==> config.mk <==
export PLATFORM = sky130hd
export DESIGN_NAME = dmem_scheduler_flat
export DESIGN_NICKNAME = d
export VERILOG_FILES = /design/src/rtl/dmem_scheduler_if.sv /design/src/rtl/dmem_scheduler.sv /design/src/flat_wrapper.sv
export SDC_FILE = /design/constraint.sdc
export NUM_CORES = 1
export LEC_CHECK = 0
export BUFFER_PORTS_ARGS = -buffer_cell sky130_fd_sc_hd__buf_2
export CAP_MARGIN = 40
export CORE_AREA = 2 2 81 83
export CTS_BUF_LIST = sky130_fd_sc_hd__clkbuf_8
export CTS_CLUSTER_DIAMETER = 200
export DETAILED_ROUTE_END_ITERATION = 8
export DIE_AREA = 0 0 83 85
export GPL_ROUTABILITY_DRIVEN = 1
export HOLD_SLACK_MARGIN = 0.05
export PLACE_DENSITY = 0.67
export SETUP_SLACK_MARGIN = 0.2
export SYNTH_ARGS = -nofsm -noshare
export SYNTH_HDL_FRONTEND = slang
export SYNTH_SLANG_ARGS = --single-unit
==> constraint.sdc <==
create_clock -name clk_i -period 1.7 [get_ports clk_i]
set_input_delay 0.085 -clock clk_i [delete_from_list [all_inputs] [get_ports clk_i]]
set_output_delay 0.085 -clock clk_i [all_outputs]
set_load 0.1 [all_outputs]
==> src/rtl/dmem_scheduler_if.sv <==
`default_nettype none
// ============================================================================
// dmem_scheduler_if : requester, dmem and load-response bundle for dmem_scheduler
// Revision: 1.0
// ============================================================================
interface dmem_scheduler_if #(
  parameter int NUM_REQ       = 2,
  parameter int DMEM_ADDR_LEN = 8,
  parameter int ID_W          = 1
);
  logic [NUM_REQ-1:0]               req_valid_i;
  logic [NUM_REQ-1:0]               req_we_i;
  logic [NUM_REQ*DMEM_ADDR_LEN-1:0] req_addr_i;
  logic [NUM_REQ*32-1:0]            req_wdata_i;
  logic [NUM_REQ*4-1:0]             req_wmask_i;
  logic [NUM_REQ-1:0]               req_ready_o;
  logic                             mem_csb0_o;
  logic [3:0]                       mem_wmask0_o;
  logic [DMEM_ADDR_LEN-3:0]         mem_addr0_o;
  logic [31:0]                      mem_din0_o;
  logic                             mem_csb1_o;
  logic [DMEM_ADDR_LEN-3:0]         mem_addr1_o;
  logic [31:0]                      mem_dout1_i;
  logic                             rsp_valid_o;
  logic [ID_W-1:0]                  rsp_id_o;
  logic [31:0]                      rsp_data_o;

  // Requesters plus the dmem macro on one side, the scheduler on the other.
  modport master (
    output req_valid_i, req_we_i, req_addr_i, req_wdata_i, req_wmask_i, mem_dout1_i,
    input  req_ready_o, mem_csb0_o, mem_wmask0_o, mem_addr0_o, mem_din0_o,
    input  mem_csb1_o, mem_addr1_o, rsp_valid_o, rsp_id_o, rsp_data_o
  );

  modport slave (
    input  req_valid_i, req_we_i, req_addr_i, req_wdata_i, req_wmask_i, mem_dout1_i,
    output req_ready_o, mem_csb0_o, mem_wmask0_o, mem_addr0_o, mem_din0_o,
    output mem_csb1_o, mem_addr1_o, rsp_valid_o, rsp_id_o, rsp_data_o
  );
endinterface
`default_nettype wire

==> src/rtl/dmem_scheduler.sv <==
`default_nettype none
// ============================================================================
// dmem_scheduler : shares a 1W/1R dmem among NUM_REQ requesters, round-robin per port.
// Define SCHED_FIXED_PRIO_EN for fixed lowest-index-wins priority on both ports.
// Revision: 1.0
// ============================================================================
module dmem_scheduler #(
  parameter int NUM_REQ       = 2,
  parameter int DMEM_ADDR_LEN = 8,
  parameter int ID_W          = 1
) (
  input  logic            clk_i,
  input  logic            reset_i,
  dmem_scheduler_if.slave bus
);
  localparam int WA = DMEM_ADDR_LEN - 2;

  // Returns {found, index} of the first candidate at or after ptr, modulo NUM_REQ.
  function automatic logic [ID_W:0] pick(input logic [NUM_REQ-1:0] cand,
                                         input logic [ID_W-1:0]    ptr);
    logic [ID_W:0] res;
    int j;
    res = '0;
    for (int k = NUM_REQ - 1; k >= 0; k--) begin
      j = int'(ptr) + k;
      if (j >= NUM_REQ) j = j - NUM_REQ;
      if (|(cand & (NUM_REQ'(1) << j))) res = {1'b1, ID_W'(j)};
    end
    return res;
  endfunction

  logic [NUM_REQ-1:0] wr_cand, rd_cand;
  logic [ID_W-1:0]    wr_ptr, rd_ptr;
  logic [ID_W:0]      wr_pick, rd_pick;
  logic [ID_W-1:0]    wr_idx, rd_idx;
  logic               wr_gnt, rd_win, rd_gnt, hazard;
  logic [WA-1:0]      wr_word, rd_word;
  logic               rsp_valid;
  logic [ID_W-1:0]    rsp_id;

  assign wr_cand = bus.req_valid_i & bus.req_we_i;
  assign rd_cand = bus.req_valid_i & ~bus.req_we_i;
  assign wr_pick = pick(wr_cand, wr_ptr);
  assign rd_pick = pick(rd_cand, rd_ptr);
  assign wr_idx  = wr_pick[ID_W-1:0];
  assign rd_idx  = rd_pick[ID_W-1:0];

  // Grants are gated by reset so ready/csb go inactive the moment reset asserts.
  assign wr_gnt  = reset_i & wr_pick[ID_W];
  assign rd_win  = reset_i & rd_pick[ID_W];

  assign wr_word = bus.req_addr_i[int'(wr_idx)*DMEM_ADDR_LEN + 2 +: WA];
  assign rd_word = bus.req_addr_i[int'(rd_idx)*DMEM_ADDR_LEN + 2 +: WA];

  // A read hitting the word being written this cycle waits so it sees the new data.
  assign hazard  = wr_gnt & rd_win & (wr_word == rd_word);
  assign rd_gnt  = rd_win & ~hazard;

  assign bus.req_ready_o  = ({NUM_REQ{wr_gnt}} & (NUM_REQ'(1) << wr_idx))
                          | ({NUM_REQ{rd_gnt}} & (NUM_REQ'(1) << rd_idx));
  assign bus.mem_csb0_o   = ~wr_gnt;
  assign bus.mem_addr0_o  = wr_word;
  assign bus.mem_din0_o   = bus.req_wdata_i[int'(wr_idx)*32 +: 32];
  assign bus.mem_wmask0_o = bus.req_wmask_i[int'(wr_idx)*4 +: 4];
  assign bus.mem_csb1_o   = ~rd_gnt;
  assign bus.mem_addr1_o  = rd_word;

`ifdef SCHED_FIXED_PRIO_EN
  assign wr_ptr = '0;
  assign rd_ptr = '0;
`else
  function automatic logic [ID_W-1:0] next_ptr(input logic [ID_W-1:0] idx);
    return (int'(idx) == NUM_REQ - 1) ? '0 : idx + 1'b1;
  endfunction

  always_ff @(posedge clk_i or negedge reset_i) begin
    if (!reset_i) begin
      wr_ptr <= '0;
      rd_ptr <= '0;
    end else begin
      if (wr_gnt) wr_ptr <= next_ptr(wr_idx);
      if (rd_gnt) rd_ptr <= next_ptr(rd_idx);
    end
  end
`endif

  always_ff @(posedge clk_i or negedge reset_i) begin
    if (!reset_i) begin
      rsp_valid <= 1'b0;
      rsp_id    <= '0;
    end else begin
      rsp_valid <= rd_gnt;
      if (rd_gnt) rsp_id <= rd_idx;
    end
  end

  assign bus.rsp_valid_o = rsp_valid;
  assign bus.rsp_id_o    = rsp_id;
  assign bus.rsp_data_o  = bus.mem_dout1_i;
endmodule
`default_nettype wire

==> src/flat_wrapper.sv <==
// flat-port wrapper written by rule: the top's interface ports become plain ports
module dmem_scheduler_flat 
#(
  parameter int NUM_REQ       = 2,
  parameter int DMEM_ADDR_LEN = 8,
  parameter int ID_W          = 1
)
  (clk_i, reset_i, bus_req_valid_i, bus_req_we_i, bus_req_addr_i, bus_req_wdata_i, bus_req_wmask_i, bus_mem_dout1_i, bus_req_ready_o, bus_mem_csb0_o, bus_mem_wmask0_o, bus_mem_addr0_o, bus_mem_din0_o, bus_mem_csb1_o, bus_mem_addr1_o, bus_rsp_valid_o, bus_rsp_id_o, bus_rsp_data_o);
  dmem_scheduler_if #(.NUM_REQ(NUM_REQ), .DMEM_ADDR_LEN(DMEM_ADDR_LEN), .ID_W(ID_W)) bus_i ();
  input  logic clk_i;
  input  logic reset_i;
  input wire logic [$bits(bus_i.req_valid_i)-1:0] bus_req_valid_i;
  input wire logic [$bits(bus_i.req_we_i)-1:0] bus_req_we_i;
  input wire logic [$bits(bus_i.req_addr_i)-1:0] bus_req_addr_i;
  input wire logic [$bits(bus_i.req_wdata_i)-1:0] bus_req_wdata_i;
  input wire logic [$bits(bus_i.req_wmask_i)-1:0] bus_req_wmask_i;
  input wire logic [$bits(bus_i.mem_dout1_i)-1:0] bus_mem_dout1_i;
  output wire logic [$bits(bus_i.req_ready_o)-1:0] bus_req_ready_o;
  output wire logic [$bits(bus_i.mem_csb0_o)-1:0] bus_mem_csb0_o;
  output wire logic [$bits(bus_i.mem_wmask0_o)-1:0] bus_mem_wmask0_o;
  output wire logic [$bits(bus_i.mem_addr0_o)-1:0] bus_mem_addr0_o;
  output wire logic [$bits(bus_i.mem_din0_o)-1:0] bus_mem_din0_o;
  output wire logic [$bits(bus_i.mem_csb1_o)-1:0] bus_mem_csb1_o;
  output wire logic [$bits(bus_i.mem_addr1_o)-1:0] bus_mem_addr1_o;
  output wire logic [$bits(bus_i.rsp_valid_o)-1:0] bus_rsp_valid_o;
  output wire logic [$bits(bus_i.rsp_id_o)-1:0] bus_rsp_id_o;
  output wire logic [$bits(bus_i.rsp_data_o)-1:0] bus_rsp_data_o;
  assign bus_i.req_valid_i = bus_req_valid_i;
  assign bus_i.req_we_i = bus_req_we_i;
  assign bus_i.req_addr_i = bus_req_addr_i;
  assign bus_i.req_wdata_i = bus_req_wdata_i;
  assign bus_i.req_wmask_i = bus_req_wmask_i;
  assign bus_i.mem_dout1_i = bus_mem_dout1_i;
  assign bus_req_ready_o = bus_i.req_ready_o;
  assign bus_mem_csb0_o = bus_i.mem_csb0_o;
  assign bus_mem_wmask0_o = bus_i.mem_wmask0_o;
  assign bus_mem_addr0_o = bus_i.mem_addr0_o;
  assign bus_mem_din0_o = bus_i.mem_din0_o;
  assign bus_mem_csb1_o = bus_i.mem_csb1_o;
  assign bus_mem_addr1_o = bus_i.mem_addr1_o;
  assign bus_rsp_valid_o = bus_i.rsp_valid_o;
  assign bus_rsp_id_o = bus_i.rsp_id_o;
  assign bus_rsp_data_o = bus_i.rsp_data_o;
  dmem_scheduler #(.NUM_REQ(NUM_REQ), .DMEM_ADDR_LEN(DMEM_ADDR_LEN), .ID_W(ID_W)) u_core (.clk_i(clk_i), .reset_i(reset_i), .bus(bus_i));
endmodule
==> flow_summary.yaml, run 1 <==
status:
  outcome: "finished with violations"
  violations: "setup timing"
setup_path:
  r2r-end: "u_core.bus.rsp_id_o"
  cp-end-kind: "output port"
  worst-setup-path-type: "flip-flop to output port"
  r2r_start: "u_core.wr_ptr"
  r2r.worst_path.cells: 4
  arrival_ns: 1.69
  critPathMaxStageDelay_ns: 0.42
  cp_data_required_time_ns: 1.62
  worst-path-max-fanout: 10
  worstSetupStartpointType: "flip-flop"
  path_cells: "o211ai_4, buf_4, clkbuf_16, mux2_4, buf_12"
  cp-startpoint: "u_core.wr_ptr"
  endpoint: "bus_mem_din0_o[24]"
  cp_top_family: "buffers and inverters"
  cp.depth: 5
  slowest_stage: "dfrtp_1"
  r2r_slack_ns: 0.40
  cp_num_buf_inv: 3
timing:
  fin_tns_setup_ns: -2.29
  skew_ns: 0.00252
  post-route-period-util_pct: 104
  finalSetupViolCount: 42
  finalHoldViolCount: 0
  finalMaxSlewViolations: 0
  post-route-min-period_ns: 1.77
  relSlewSlack_pct: 67.4
  rsz0062_at_grt: "true"
  worst_slack_ns: -0.0733
  hold_ws_ns: 0.170
  worst_pin_slew_ns: 0.484
  clock.fmax_ghz: 0.564
job:
  max_cap_viol_count: 0
clock_network:
  cts_tree: "done"
  cts_root_buf: "clkbuf_8"
  insertion_delay_ns: 0.22
  cts.path.max_buffers: 2
  numCtsBuffers: 3
  cts_sinks: 4
  clk_pin_slew_ns: 0.03
  cts_htree_levels: 1
final_layout:
  antennaDiodeCount: 0
  syn_to_final_growth_pct: 157
  instances_no_fill: 321
  drive_gt1_share_pct: 88.9
  fill_cells: 541
  nNetsFinal: 372
placement:
  post-place-ws_ns: 0.0734
  dp_hpwl_um: 3610
  globalplace.congestion: 0.746
  dpl.cell_count: 308
  portBuffers: 143
die:
  core_area_um2: 6200
  rows: 29
  initial_core_util_pct: 18.5
  fp.dieH_um: 85
  dieArea_um2: 7060
  dieWidth_um: 83
  io_pins: 212
hold_path:
  hold_path.class: "input pin to output port"
yosys:
  synth_nets: 244
  ys_warn_count: 0
  async_flop_share_pct: 100
  synth_cell_types: 26
  ys_seq_elements: 4
  synth.most_common_cell: "buf_4"
  syn_inst: 118
  synthFlopType: "dfrtp_1"
  avgSynthCellArea_um2: 9.74
  yosysTopAreaCell: "mux2_1"
  synthTopCellsByCount: "32 x buf_4, 29 x mux2_1, 19 x mux2_2"
  ys_seq_area_share_pct: 8.71
  syn-cell-area_um2: 1150
  synth_edf_count: 0
  synthTopCellsByArea: "mux2_1 28%, buf_4 21%, mux2_2 19%"
  synth_top_area_share_pct: 28.4
power:
  switching_share_pct: 53.7
  pwr-share-comb_pct: 84.1
  vdd_drop_max_uv: 523
  p_leak_nw: 1.56
  p_clk_share_pct: 10.1
  powerDensity_nw_per_um2: 695
  p_int_mw: 0.949
  p_sw_mw: 1.10
  seq_power_share_pct: 5.8
global_route:
  grtUsageTotal_pct: 13.2
  overflow: 0
  grt_max_degree: 22
  grt_pass1_wl_um: 7620
  grt_pass1_vias: 1510
  antenna_found_initial: 0
route:
  drc: 0
  routed_wl_um: 5020
  vias: 1358
  drtAntennaViolNets: 0
  first_iter_violations: 12
  post_drt_wl_per_cell_um: 15.7
  via_per_inst: 4.23
  firstDrtPassIters: 4
-- area by class of cell --
cell class | instances | area, µm² | share of cell area (%)
Timing Repair Buffer | 160 | 1740 | 59.1
Inverter | 3 | 13.8 | 0.466
Clock buffer | 3 | 41.3 | 1.40
Tap cell | 77 | 96.3 | 3.27
Sequential cell | 4 | 100 | 3.39
Multi-Input combinational cell | 74 | 955 | 32.4
-- what timing repair did --
action                                 in CTS  in global routing
pin swaps                                   2                  3
hold buffers                                1                  0
cloned                                      2                  2
endpoints found under the hold margin       4                  0
setup endpoints to repair                  49                 51
buffers inserted                            3                  2
gates resized for setup                   135                 11
-- metal layers --
layer / vias up / routed length, µm / track usage [%]
met5: - / 0 / 0
met4: 0 / 29 / 2.38
met3: 4 / 391 / 3.40
met2: 86 / 2790 / 25.9
met1: 625 / 1820 / 14.4
li1: 643 / - / -
-- sequential cells by signal, summed over array words and instances (netlist names) --
register and count:
u_core.bus.rsp_id_o 1, u_core.bus.rsp_valid_o 1, u_core.rd_ptr 1, u_core.wr_ptr 1
-- through the flow --
step / instance area [µm²] / power (mW) / utilization, %
after floorplan: 1250 / 1.50 / -
after global placement: 2200 / 1.52 / 35.5
after detailed placement: 2200 / 1.53 / 35.5
after CTS: 2840 / 2.02 / 45.8
after global routing: 2950 / 2.12 / 47.5
final: 2950 / 2.05 / 47.5
-- worst min-delay path by stage --
stage                   startpoint                endpoint  slack (ns)  cells past startpoint
2_1_floorplan              reset_i     u_core.bus.rsp_id_o       -0.21                      0
4_1_cts        bus_mem_dout1_i[14]      bus_rsp_data_o[14]        0.17                      0
3_3_place_gp               reset_i  u_core.bus.rsp_valid_o       -0.09                      1
6_report       bus_mem_dout1_i[12]      bus_rsp_data_o[12]        0.17                      0
5_1_grt         bus_mem_dout1_i[2]       bus_rsp_data_o[2]        0.17                      0
3_5_place_dp               reset_i     u_core.bus.rsp_id_o       -0.09                      1
-- placed cells by master, fill, tap and decap left out --
cell / instances
a211oi_1: 1
a21o_1: 1
a21o_2: 1
a21oi_4: 1
a22o_1: 1
a2bb2oi_1: 1
a311oi_1: 1
and2b_1: 1
and3_1: 1
buf_12: 54
buf_16: 2
buf_2: 90
buf_4: 7
buf_6: 4
clkbuf_16: 2
clkbuf_8: 3
dfrtp_1: 4
dlygate4sd3_1: 1
inv_1: 2
inv_4: 1
mux2_2: 1
mux2_4: 47
nand2_1: 2
nand2b_1: 1
nor2b_1: 1
nor4_2: 1
o211ai_4: 1
o21a_1: 1
o21ai_0: 1
o21ai_1: 1
o22ai_1: 1
o22ai_4: 1
xnor2_1: 2
xor2_1: 3
xor2_2: 1
-- cell families (layout without fill, tap and decap cells) --
| kind of cell | count (synthesis) | in the layout | synth area share (%) |
|---|---|---|---|
| buffers and inverters | 40 | 166 | 26.2 |
| and+or+nand+nor | 7 | 7 | 4.03 |
| muxes | 48 | 48 | 47.0 |
| AOI/OAI and AO/OA | 13 | 13 | 9.47 |
| xor gates and xnor gates | 6 | 6 | 4.57 |
| DFF | 4 | 4 | 8.71 |
-- power groups by stage --
| stage | Combinational, mW | Sequential [mW] | Clock, mW |
|---|---|---|---|
| 3_5_place_dp | 1.41 | 0.120 | 0 |
| 4_1_cts | 1.69 | 0.119 | 0.210 |
| 6_report | 1.73 | 0.120 | 0.206 |
| 5_1_grt | 1.78 | 0.121 | 0.217 |
| 2_1_floorplan | 1.34 | 0.158 | 0 |
| 3_3_place_gp | 1.40 | 0.120 | 0 |
Power figures use the tool's default switching activity.
==> run 2, diff against run 1 <==
--- a/config.mk
+++ b/config.mk
@@ -5,16 +5,17 @@
 export SDC_FILE = /design/constraint.sdc
 export NUM_CORES = 1
 export LEC_CHECK = 0
+export ABC_AREA = 1
 export BUFFER_PORTS_ARGS = -buffer_cell sky130_fd_sc_hd__buf_2
 export CAP_MARGIN = 40
-export CORE_AREA = 2 2 81 83
+export CORE_AREA = 2 2 82 84
 export CTS_BUF_LIST = sky130_fd_sc_hd__clkbuf_8
 export CTS_CLUSTER_DIAMETER = 200
 export DETAILED_ROUTE_END_ITERATION = 8
-export DIE_AREA = 0 0 83 85
+export DIE_AREA = 0 0 84 86
 export GPL_ROUTABILITY_DRIVEN = 1
 export HOLD_SLACK_MARGIN = 0.05
-export PLACE_DENSITY = 0.67
+export PLACE_DENSITY = 0.69
 export SETUP_SLACK_MARGIN = 0.2
 export SYNTH_ARGS = -nofsm -noshare
 export SYNTH_HDL_FRONTEND = slang
==> run 2 against run 1 <==
The flow still finishes with violations (setup timing). Non-clock buffer count is 26 higher. Worst setup slack worse by 0.32 ns. Synthesized cell count rose by 130%. Via count up 71%. Largest power group unchanged.
==> flow_summary.yaml, run 2 <==
yosys:
  ys_warn_count: 0
  synth_edf_count: 0
  async_flop_share_pct: 100
  synthTopCellsByCount: "170 x nand2_1, 32 x buf_4, 21 x inv_1"
  synth.most_common_cell: "nand2_1"
  syn-cell-area_um2: 1360
  syn_inst: 277
  yosysTopAreaCell: "nand2_1"
  synthFlopType: "dfrtp_1"
  synthTopCellsByArea: "nand2_1 47%, buf_4 18%, dfrtp_1 7.4%"
  synth_nets: 403
  avgSynthCellArea_um2: 4.91
  ys_seq_area_share_pct: 7.35
  ys_seq_elements: 4
  synth_cell_types: 21
  synth_top_area_share_pct: 46.9
final_layout:
  drive_gt1_share_pct: 71.6
  final_cell_mix: "92 x buf_2, 83 x nand2_1, 53 x buf_12, 43 x nand2_2, 34 x nand2_8"
  antennaDiodeCount: 0
  instances_no_fill: 503
  nNetsFinal: 554
  syn_to_final_growth_pct: 194
  final_area_um2: 4000
  layout_commonest_cell: "buf_2"
route:
  post_drt_wl_per_cell_um: 13.9
  routed_wl_um: 6970
  firstDrtPassIters: 6
  first_iter_violations: 68
  drtAntennaViolNets: 0
  vias: 2325
  via_per_inst: 4.62
  drc: 0
setup_path:
  r2r_start: "u_core.wr_ptr"
  worst-path-max-fanout: 8
  r2r-end: "u_core.bus.rsp_id_o"
  cp_data_required_time_ns: 1.62
  worstSetupStartpointType: "flip-flop"
  arrival_ns: 2.01
  r2r_slack_ns: -0.11
  r2r.worst_path.cells: 14
  cp-end-kind: "output port"
  worst-setup-path-type: "flip-flop to output port"
die:
  dieArea_um2: 7220
  core_area_um2: 6280
  initial_core_util_pct: 21.7
  rows: 29
  io_pins: 212
  dieWidth_um: 84
  fp.dieH_um: 86
placement:
  dp_hpwl_um: 5200
  placed_cell_area_um2: 3530
  globalplace.congestion: 0.845
  portBuffers: 143
  dpl.cell_count: 480
clock_network:
  clk_pin_slew_ns: 0.04
  insertion_delay_ns: 0.23
  cts_tree: "done"
  cts.path.max_buffers: 2
  cts_htree_levels: 1
  cts_root_buf: "clkbuf_8"
  numCtsBuffers: 3
  cts_sinks: 4
timing:
  post-route-min-period_ns: 2.09
  finalSetupViolCount: 41
  clock.fmax_ghz: 0.478
  fin_tns_setup_ns: -7.09
  skew_ns: 0.00867
  post-route-period-util_pct: 123
  relSlewSlack_pct: 67.3
  worst_pin_slew_ns: 0.494
  rsz0062_at_grt: "true"
  worst_slack_ns: -0.392
  finalHoldViolCount: 0
  finalMaxSlewViolations: 0
  hold_ws_ns: 0.170
job:
  max_cap_viol_count: 0
global_route:
  overflow: 0
  grt_pass1_wl_um: 10100
  grtUsageTotal_pct: 16.9
  antenna_found_initial: 0
  grt_pass1_vias: 2251
  grt_max_degree: 38
status:
  violations: "setup timing"
  outcome: "finished with violations"
hold_path:
  hold_path.class: "input pin to output port"
  hold_path_depth: 0
  min-delay-start: "bus_mem_dout1_i[11]"
  worstHoldEndpoint: "bus_rsp_data_o[11]"
power:
  vdd_drop_max_uv: 389
  powerDensity_nw_per_um2: 631
  p_leak_nw: 1.99
[run 2: cell families after synthesis]
| logic type | share of synthesized area (%) |
|---|---|
| flip-flops | 7.35 |
| AND/OR/NAND/NOR | 59.2 |
| buffers and inverters | 28.4 |
| AO/OA/AOI/OAI | 5.06 |
[run 2: critical path, cell delays in order (launching register included)]
cell,delay [ns]
dfrtp_1,0.37
inv_2,0.08
nand3_4,0.13
nand2_8,0.14
nand2_4,0.06
nand2_4,0.08
clkinvlp_4,0.08
nand2_1,0.07
nand2_1,0.07
nor2_2,0.17
nand3_4,0.16
nand3_4,0.13
nand2_4,0.06
buf_12,0.16
[run 2: repair_timing]
action | CTS | global route
buffers inserted | 5 | 11
hold endpoints to repair | 4 | 0
pin swaps | 7 | 17
resized for setup | 12 | 43
cloned | 0 | 3
setup endpoints to repair | 55 | 55
hold buffers | 1 | 0
[run 2: stage by stage]
stage / utilization, % / total power [mW] / setup WS (ns)
after floorplan: - / 1.79 / -0.470
after detailed placement: 56.3 / 2.15 / -0.198
final: 63.7 / 2.52 / -0.392
after global placement: 56.3 / 2.13 / -0.107
after CTS: 58.5 / 2.40 / -0.334
after global routing: 63.7 / 2.61 / -0.474
[run 2: worst max path at each step]
stage                              from             endpoint  slack, ns
final                     u_core.wr_ptr   bus_req_ready_o[1]      -0.39
after global routing      u_core.rd_ptr   bus_req_ready_o[1]      -0.47
after CTS                 u_core.rd_ptr   bus_req_ready_o[0]      -0.33
after detailed placement  u_core.wr_ptr   bus_req_ready_o[0]      -0.20
after global placement    u_core.wr_ptr   bus_req_ready_o[0]      -0.11
after floorplan           u_core.wr_ptr  u_core.bus.rsp_id_o      -0.47
[run 2: cell type report]
class | count | area (µm²)
multi-input combinational | 210 | 1770
inverter | 23 | 91.3
sequential | 4 | 100
fill | 488 | 2280
timing repair buffer | 186 | 1900
tap | 77 | 96.3
clock buffer | 3 | 41.3
[run 2: metal layers]
layer	routed length (µm)	global-route usage, %	part of all wire, %	vias to the layer above
li1	-	-	-	1103
met3	531	2.41	7.6	33
met4	278	6.16	4.0	0
met2	3860	34.0	55	134
met1	2300	17.5	33	1055
met5	0	0	0	-
[run 2: power by group]
part	total, mW	internal (mW)	leakage, nW	switching (mW)
clock	0.209	0.152	0.0216	0.0571
sequential	0.118	0.109	0.0497	0.00891
combinational	2.19	0.801	1.92	1.39
